===== config.mk =====
export PLATFORM = sky130hd
export DESIGN_NAME = instr_fetch_unit
export DESIGN_NICKNAME = d
export VERILOG_FILES = /design/src/rtl/instr_fetch_unit.sv
export SDC_FILE = /design/constraint.sdc
export NUM_CORES = 1
export LEC_CHECK = 0
export ABC_AREA = 1
export BUFFER_PORTS_ARGS = -buffer_cell sky130_fd_sc_hd__buf_2
export CAP_MARGIN = 15
export CORE_ASPECT_RATIO = 0.75
export CORE_MARGIN = 5
export CORE_UTILIZATION = 36
export DETAILED_ROUTE_END_ITERATION = 10
export RECOVER_POWER = 25
export SKIP_LAST_GASP = 1
export SYNTH_ARGS = -nofsm -noshare
export SYNTH_HDL_FRONTEND = slang
export SYNTH_SLANG_ARGS = --single-unit

===== constraint.sdc =====
create_clock -name clk -period 5.4 [get_ports clk]
set_input_delay 0.27 -clock clk [delete_from_list [all_inputs] [get_ports clk]]
set_output_delay 0.27 -clock clk [all_outputs]
set_load 0.02 [all_outputs]

===== src/rtl/instr_fetch_unit.sv =====
// Instruction fetch unit: requests one instruction at a time, holds it until
// the execute stage retires it, then selects the next PC (sequential/branch/jump).
module instr_fetch_unit #(
  parameter logic [31:0] RESET_PC = 32'h0000_0000
) (
  input  logic        clk,
  input  logic        reset,
  output logic        imemReq,
  output logic [31:0] imemAddr,
  input  logic        imemGnt,
  input  logic        imemRValid,
  input  logic [31:0] imemRData,
  output logic [31:0] instrCode,
  output logic        instrValid,
  output logic [31:0] pc,
  output logic [31:0] pcPlus4,
  input  logic        retire,
  input  logic        branch,
  input  logic        btaken,
  input  logic        jal,
  input  logic        jalr,
  input  logic [31:0] immExt,
  input  logic [31:0] rs1Data,
  output logic        fault
);

  localparam logic [31:0] NOP = 32'h0000_0013;

  typedef enum logic [1:0] {
    S_REQ   = 2'd0,
    S_WAIT  = 2'd1,
    S_HOLD  = 2'd2,
    S_FAULT = 2'd3
  } state_t;

  state_t      state_reg;
  logic [31:0] pc_reg;
  logic [31:0] instr_reg;
  logic        req_reg;
  logic        valid_reg;
  logic        fault_reg;
  logic [31:0] pc_plus4;
  logic [31:0] next_pc;

  assign pc_plus4 = pc_reg + 32'd4;

  // jalr has top priority and always clears bit 0 of its target
  always_comb begin
    next_pc = pc_plus4;
    if (jalr)
      next_pc = (rs1Data + immExt) & ~32'h1;
    else if (jal || (branch && btaken))
      next_pc = pc_reg + immExt;
  end

  always_ff @(posedge clk or posedge reset) begin
    if (reset) begin
      state_reg <= S_REQ;
      pc_reg    <= RESET_PC;
      instr_reg <= NOP;
      req_reg   <= 1'b1;
      valid_reg <= 1'b0;
      fault_reg <= 1'b0;
    end else begin
      case (state_reg)
        S_REQ: begin
          if (imemGnt) begin
            state_reg <= S_WAIT;
            req_reg   <= 1'b0;
          end
        end
        S_WAIT: begin
          if (imemRValid) begin
            instr_reg <= imemRData;
            state_reg <= S_HOLD;
            valid_reg <= 1'b1;
          end
        end
        S_HOLD: begin
          if (retire) begin
            valid_reg <= 1'b0;
            // a target with bit 1 set is not word aligned: park until reset
            if (next_pc[1]) begin
              state_reg <= S_FAULT;
              fault_reg <= 1'b1;
            end else begin
              pc_reg    <= next_pc;
              state_reg <= S_REQ;
              req_reg   <= 1'b1;
            end
          end
        end
        default: begin
          state_reg <= S_FAULT;
        end
      endcase
    end
  end

  assign imemReq    = req_reg;
  assign imemAddr   = pc_reg;
  assign pc         = pc_reg;
  assign pcPlus4    = pc_plus4;
  assign instrCode  = instr_reg;
  assign instrValid = valid_reg;
  assign fault      = fault_reg;

endmodule


### Word-level counts from Yosys, hierarchy flattened

Cells that the tools add are included.
Widths: inputs -> output; s select.

* add/sub/neg operators: 3
* eq/ne operators: 6
* multiplexer cells: 14
* bitwise gates (word level): 1
* reduce and logical (&&, ||, !) cells: 11

Operators with widths (number)
* $add 32x32->32: 2
* $mux 32: 2
* $add 32x3->32 const B: 1
* $reduce_and 3->1: 4
* $mux 2: 4
* $ne 2x2->1 const B: 4
* $pmux 2 s3: 1
* $mux 1: 5
* $pmux 1 s2: 2
* $reduce_and 4->1: 1
* $reduce_bool 2->1: 2
* $eq 2x1->1 const B: 1
* $eq 2x2->1 const B: 1
* $logic_not 2->1: 1
* $reduce_and 2->1: 1
* $logic_and 1x1->1: 1
* $logic_or 1x1->1: 1
* $not 1->1: 1

* flip-flop bits (word level): 68
* input port bits: 105
* logic and storage cells: 41

### Depth between registers and ports, before layout

Gate-level depths: netlist (run 1).

* depth in word-level cells: 7
* depth in mapped cells: 17

### Worst setup path before layout (run 1)

No wires, ideal clock.

* path kind: reg-to-reg
* from: register pc_reg[3] (netlist: imemAddr[3])
* to: register pc_reg[16] (netlist: imemAddr[16])
* library setup time: 0.072 ns
* data arrival time: 1.962 ns
* data required time: 5.328 ns
* path slack: 3.366 ns
* cell stages (with the launch flop): 11
* path buffers: 0
* clock period less this slack: 2.034 ns
* cells stage by stage: dfrtp_1 > ha_1 > nand3_1 > inv_2 > nand3_1 > nor2_1 > xor2_1 > nand2_1 > o21ai_1 > a21oi_1 > nor2_1

* longest elaborated chain between the ends: 3

RTL lines
* from (decl): RTL line 37 `logic [31:0] pc_reg;`
* from (signal assigned): RTL line 87 `pc_reg <= next_pc;`
* $add 32x3->32: RTL line 45 `assign pc_plus4 = pc_reg + 32'd4;`
* via pcPlus4[16]: RTL line 16 `output logic [31:0] pcPlus4,`
* $mux 32: RTL line 52 `else if (jal || (branch && btaken))`
* $mux 32: RTL line 50 `if (jalr)`

The timed path passes the listed nets, and every way through them passes these cells.
A chain may end at the register's enable or synchronous reset.

### Worst setup path in the final report (run 1)

* from: input jalr
* to: register pc_reg[16] (netlist: imemAddr[16])

* longest elaborated chain between the ends: 3

RTL lines
* from (decl): RTL line 21 `input logic jalr,`
* $mux 32 (*): RTL line 50
* $not 1->1 (no line)
* $reduce_and 3->1 (no line)

Mark *: on every way between the ends. The rest lies on a longest branch, timed or not.

==> results of run 1 <==
==> through the flow <==
step | util | std cells
2_1_floorplan | - | 1480
3_3_place_gp | 0.418 | 1991
6_report | 0.431 | 2007
4_1_cts | 0.431 | 2007
5_1_grt | 0.431 | 2007
3_5_place_dp | 0.418 | 1991
==> cell type report <==
cell class | count | area (µm²) | share of cell area
multi-input cells | 1125 | 5840 | 0.565
clock inverters | 7 | 82.6 | 0.00799
flip-flops and latches | 68 | 1710 | 0.165
clock buffers | 9 | 225 | 0.0218
repair buffers | 237 | 1200 | 0.116
well taps | 331 | 414 | 0.0401
inverters | 230 | 863 | 0.0835
==> final timing paths <==
check | from | to | slack [ns] | cells past startpoint
max in group asynchronous | reset | instrCode[16] | 4.62 | 3
worst max register to register | imemAddr[0] | imemAddr[6] | 2.74 | 10
worst max-delay path | jalr | imemAddr[16] | 2.66 | 12
worst min-delay path | imemRData[15] | instrCode[15] | 0.17 | 2
worst min register to register | fault | fault | 0.47 | 1
min in group asynchronous | reset | instrCode[26] | 0.21 | 3
==> cells by family (layout without fill, tap and decap cells) <==
logic type	Yosys count	in the layout	share of synthesized area
simple gates	855	855	0.411
buf+inv	287	483	0.140
compound gates	138	138	0.0879
flops	68	68	0.195
fa+ha+maj	63	63	0.0908
xor+xnor	34	34	0.0348
mux	32	32	0.0411
other cells	1	3	0.000428
==> worst max-delay path: cells and delay by family <==
family	cells	cell delay, ns
buf+inv	6	1.73
simple gates	5	0.74
compound gates	1	0.18
==> layer usage <==
metal  routed length, µm  share of wire  vias to the layer above  track usage
met1               15600           0.48                     4472        0.347
met2               13400           0.41                      430        0.345
met3                2990          0.092                       44       0.0353
li1                    -              -                     5006            -
met4                 681          0.021                        2       0.0503
met5                  13        0.00040                        -            0
==> cells in the mapped netlist (2+ instances only) <==
cell and number:
a21boi_0 2, a21o_1 5, a21oi_1 61, a31oi_1 2, and2_1 3, and3_1 2, buf_1 2, buf_2 11
buf_4 36, clkbuf_1 8, dfrtp_1 64, dfstp_2 4, ha_1 62, inv_1 221, inv_2 9, mux2_2 32
nand2_1 554, nand2_2 6, nand2_4 2, nand3_1 100, nand3b_1 11, nand4_1 16, nor2_1 130, nor2_2 3
nor2_4 2, nor3_1 15, nor3_2 4, nor3_4 4, o211ai_1 6, o21ai_0 36, o21ai_1 8, o21bai_1 9
o22ai_1 3, xnor2_1 7, xor2_1 26
==> where the power goes <==
| group | total [mW] | internal [mW] | switching, mW |
|---|---|---|---|
| Combinational | 3.41 | 1.14 | 2.27 |
| Clock | 0.616 | 0.366 | 0.250 |
| Sequential | 1.13 | 0.765 | 0.366 |
==> metrics.txt, run 1 <==
chip height 145 µm; YS warnings 0; status finished, final reports clean; max_cap viols 0; Initial Util 0.366; area leader, netlist nand2_1; total power 5.15 mW; DR pass1 iterations 5; initial antenna violation count 1; Port Buffers 232; Largest register FFs 32; Place WS 2.34 ns; std cell rows 49; 1st-iter DRT viols 746; Design Area, Final 0.0103 mm²; crit path kind in -> reg; Hold WS 0.165 ns; CTS tree done; DRC viols 0; Max VDD drop 0.000209 V; DIE AREA 0.0276 mm²; vias post-DR 9954; Slew @ Worst Pin 0.894 ns; CTS clk-pin slew, worst paths 0.06 ns; largest net degree at the start of global routing 69; H-tree depth 3; CP peak stage delay 0.69 ns; Final nets 1839; Clock Skew 0.00586 ns; CP Cell Sequence buf_2 > buf_4 > inv_1 > nand3_1 > o21ai_1 > nor2_1 > nand2_1 > buf_4 > inv_2 > or2_2 > inv_1 > nor2_1; Wirelength per Cell 16.3 µm; period utilization 0.507; fraction of registers with async set/reset 1.00; CTS Sinks 68; Setup Total Neg Slack 0 ns; cts hold-fix bufs 0; post-synthesis cell type count 47; Power Density 499 mW/mm²; clock root buffer clkbuf_16; achievable clock frequency 365 MHz; vias per cell 4.96; max_slew headroom 0.404; Top FF cell, synth dfrtp_1; Clock Latency Late Sink 0.33 ns; placeable core area 0.0240 mm²; number of fill cells in the layout 2725; setup bufs post-CTS 0; count of mapped cells out of synthesis 1478; #FFs+latches synth 68; layout cell share with drive strength beyond 1 0.194; CTS Buf Count 9; GR Overflow Total 0; final wirelength 32700 µm; final setup fails 0; dpl hpwl 27300 µm; Critical-path top delay cell inv_1; final setup margin 2.66 ns; nature of the critical path endpoint flip-flop; crit start category primary input; Leak 6.13 nW; first-pass GRT wire length 50900 µm; ant diodes 0; Longest Clk Path Bufs 2; total track usage 0.230; minimum clock period 2.74 ns; worst min-delay path class in -> reg; RSZ-0062 raised after global routing no; most common cell after layout, fill and taps aside nand2_1; Final Hold Fails 0; most frequent cells in the layout nand2_1 (554), buf_2 (232), inv_1 (221); Area Growth Syn to Fin 17.9%; synthesized cell area 0.00877 mm²; syn_area_per_cell 5.93 µm²; Synth area leaders nand2_1 (24%), dfrtp_1 (18%), inv_1 (9.5%); number of synthesized flops with an enable pin 0; crit path max fanout 35; Area after DPL 0.0100 mm²; Antenna Nets Post-Route 0; routability cong. 0.967; DIE WIDTH 190 µm; Final Slew Violations 0; top cell type's share of synthesized area 0.237; IO Count 236; # resized after CTS 0; vias in the first global route 9286; WP data arrival 2.96 ns; Worst Path Required 5.63 ns; sequential share of the synthesized area 0.195
Power figures use the tool's default switching activity.
==> run 2, diff against run 1 <==
--- a/config.mk
+++ b/config.mk
@@ -5,7 +5,7 @@
 export SDC_FILE = /design/constraint.sdc
 export NUM_CORES = 1
 export LEC_CHECK = 0
-export ABC_AREA = 1
+export ABC_AREA = 0
 export BUFFER_PORTS_ARGS = -buffer_cell sky130_fd_sc_hd__buf_2
 export CAP_MARGIN = 15
 export CORE_ASPECT_RATIO = 0.75
==> constraint.sdc (replaced) <==
create_clock -name clk -period 2.2 [get_ports clk]
set_input_delay 0.11 -clock clk [delete_from_list [all_inputs] [get_ports clk]]
set_output_delay 0.11 -clock clk [all_outputs]
set_load 0.02 [all_outputs]
==> run 2 against run 1 <==
Net effect:
- the flow now finishes with violations (capacitance limit, slew limit, setup timing)
- final area is 13% higher
- sequential share of layout area shrank 1.6 points
- final cell count decreased by 22%
- first-iteration DRC count down 26%
- worst setup slack got worse by 3.0 ns
- clock power grew to 2.5 times the previous value
- die area decreased by 18%
- register-to-register slack lost 3.0 ns
- sequential power grew 110%
- clock skew grew 0.0024 ns
- worst hold slack worse by 0.16 ns
==> metrics.txt, run 2 <==
clock root buffer clkbuf_16; initial antenna violation count 0; met2 wire len 12400 µm; final wirelength 28500 µm; most instantiated cells after synthesis nand2_1 (80), a21oi_1 (69), dfrtp_1 (64), ha_1 (62), nor2_1 (62); CTS Buf Count 9; max_cap viols 1; vias per cell 5.22; Worst Path Required 2.41 ns; chip height 132 µm; Final Util 0.598; Slew @ Worst Pin 1.62 ns; Wirelength per Cell 18.1 µm; failing checks capacitance limit, slew limit, setup timing; Top FF cell, synth dfrtp_1; DIE AREA 0.0228 mm²; #FFs+latches synth 68; Reg-to-Reg Start imemAddr[0]; 1st-iter DRT viols 555; most used cell, CP ha_4; met3 WL post-DR 2490 µm; ant diodes 0; DIE WIDTH 173 µm; Area after DPL 0.0102 mm²; achievable clock frequency 401 MHz; Worst Hold Launch imemRData[25]; top cell type's share of synthesized area 0.224; Area Growth Syn to Fin 62.9%; Final Slew Violations 69; area occupied by multi-input gates 0.00574 mm²; Antenna Nets Post-Route 0; Max VDD drop 0.000811 V; metal1 wirelength 13300 µm; Design Area, Final 0.0116 mm²; vias in the first global route 7956; DR pass1 iterations 5; most frequent cells in the layout buf_4 (232), buf_2 (216), nand2_1 (75); R2R depth 11; layout cell share with drive strength beyond 1 0.508; DRC viols 0; CTS clk-pin slew, worst paths 0.07 ns; nature of the critical path endpoint flip-flop; routability cong. 0.908; WHS Path Cells 2; max_slew headroom -0.0796; Critical-path top delay cell dfrtp_2; worst flop-to-flop path endpoint imemAddr[26]; dpl hpwl 22200 µm; H-tree depth 3; number of fill cells in the layout 1682; Longest Clk Path Bufs 2; Clock Skew 0.00822 ns; fraction of registers with async set/reset 1.00; Setup Total Neg Slack -5.94 ns; CP peak stage delay 0.42 ns; synthesized cell area 0.00714 mm²; sequential share of the synthesized area 0.239; CTS Sinks 68; IO Count 236; area leader, netlist dfrtp_1; count of mapped cells out of synthesis 859; Place WS -0.425 ns; Clock Latency Late Sink 0.34 ns; Hold WS 0.00598 ns; Power Density 1280 mW/mm²; final setup margin -0.293 ns; Final Hold Fails 0; crit path max fanout 4; post-synthesis cell type count 78; most common cell after layout, fill and taps aside buf_4; max layer used met4; number of synthesized flops with an enable pin 0; vias post-DR 8188; Final nets 1480; Synth area leaders dfrtp_1 (22%), ha_1 (11%), xnor2_1 (5.9%); hold endpoint instrCode[25]; crit start category flip-flop; GR Overflow Total 0; WP data arrival 2.71 ns; worst min-delay path class in -> reg; Leak 5.60 nW; final setup fails 35; first-pass GRT wire length 43800 µm; total track usage 0.236; Port Buffers 232; crit path kind reg -> reg; Largest register FFs 32; CTS tree done; YS warnings 0; CP Cell Sequence ha_4 > ha_4 > a211oi_4 > o21ai_2 > nor3b_4 > a21o_4 > a21oi_4 > o32ai_4 > a221oi_2 > xor2_1 > o211ai_1; r2r setup slk -0.29 ns; syn_area_per_cell 8.31 µm²; RSZ-0062 raised after global routing yes; register area 0.00173 mm²; status complete, but fails checks; std cell rows 44; cell with the most instances after synthesis nand2_1; Initial Util 0.367; largest net degree at the start of global routing 69; period utilization 1.13; placeable core area 0.0194 mm²; minimum clock period 2.49 ns
run 2: changes by cell type after synthesis, moves of 10 or more:
cell,before,now
a211oi_1,1,23
a21o_1,5,35
and3_1,2,14
clkbuf_1,8,24
inv_1,221,15
nand2_1,554,80
nand3_1,100,23
nand3b_1,11,1
nor2_1,130,62
o21ai_0,36,52
xnor2_1,7,48
run 2: logic make-up (layout without fill, tap and decap cells):
family	count (synthesis)	after routing	synth area share
AOI/OAI and AO/OA	273	273	0.260
adders and majority gates	63	63	0.112
muxes	37	37	0.0577
DFF	68	68	0.239
other	1	3	0.000525
xor gates and xnor gates	81	81	0.0994
buffers and inverters	82	538	0.0621
and+or+nand+nor	254	254	0.169
run 2: power by group:
| part | leakage [nW] | switching, mW | internal [mW] |
|---|---|---|---|
| sequential | 0.777 | 0.503 | 1.90 |
| clock | 0.149 | 0.650 | 0.899 |
| combinational | 4.67 | 5.88 | 5.01 |
| total | 5.60 | 7.04 | 7.81 |
run 2: repair_timing:
item,CTS,global route
resized for setup,100,45
hold buffers,19,0
setup endpoints to repair,44,45
endpoints found under the hold margin,82,0
pin swaps,49,49
setup buffers,27,22
run 2: worst max-delay path by stage:
stage	start	to	slack, ns	cells past startpoint
6_report	imemAddr[0]	imemAddr[26]	-0.29	11
5_1_grt	imemAddr[14]	imemAddr[26]	-0.42	11
4_1_cts	imemAddr[0]	imemAddr[26]	-0.27	11
3_5_place_dp	immExt[1]	imemAddr[24]	-0.42	13
3_3_place_gp	immExt[1]	imemAddr[24]	-0.33	13
2_1_floorplan	imemAddr[0]	imemAddr[26]	-0.27	11
run 2: final cells by class:
type,count,share of cell area
Clock buffer,9,0.0194
Multi-Input combinational cell,711,0.493
Tap cell,253,0.0272
Timing Repair Buffer,506,0.299
Inverter,16,0.00516
Clock inverter,7,0.00721
Sequential cell,68,0.149
run 2: per-layer routing:
metal / track usage / vias up
met5: 0 / -
met2: 0.352 / 340
met3: 0.0608 / 21
met4: 0.0449 / 0
met1: 0.346 / 3799
li1: - / 4028
run 2: metrics by stage:
step | power (mW) | std cells
after CTS | 14.2 | 1550
after global routing | 15.7 | 1570
after detailed placement | 11.9 | 1490
after floorplan | 8.48 | 861
final | 14.8 | 1570
after global placement | 11.8 | 1490
run 2: worst max-delay path: cells and delay by family, from the launching register on:
kind | cells | cell delay [ns]
compound gates | 7 | 1.27
flops | 1 | 0.42
simple gates | 1 | 0.17
xor+xnor | 1 | 0.16
fa+ha+maj | 2 | 0.34
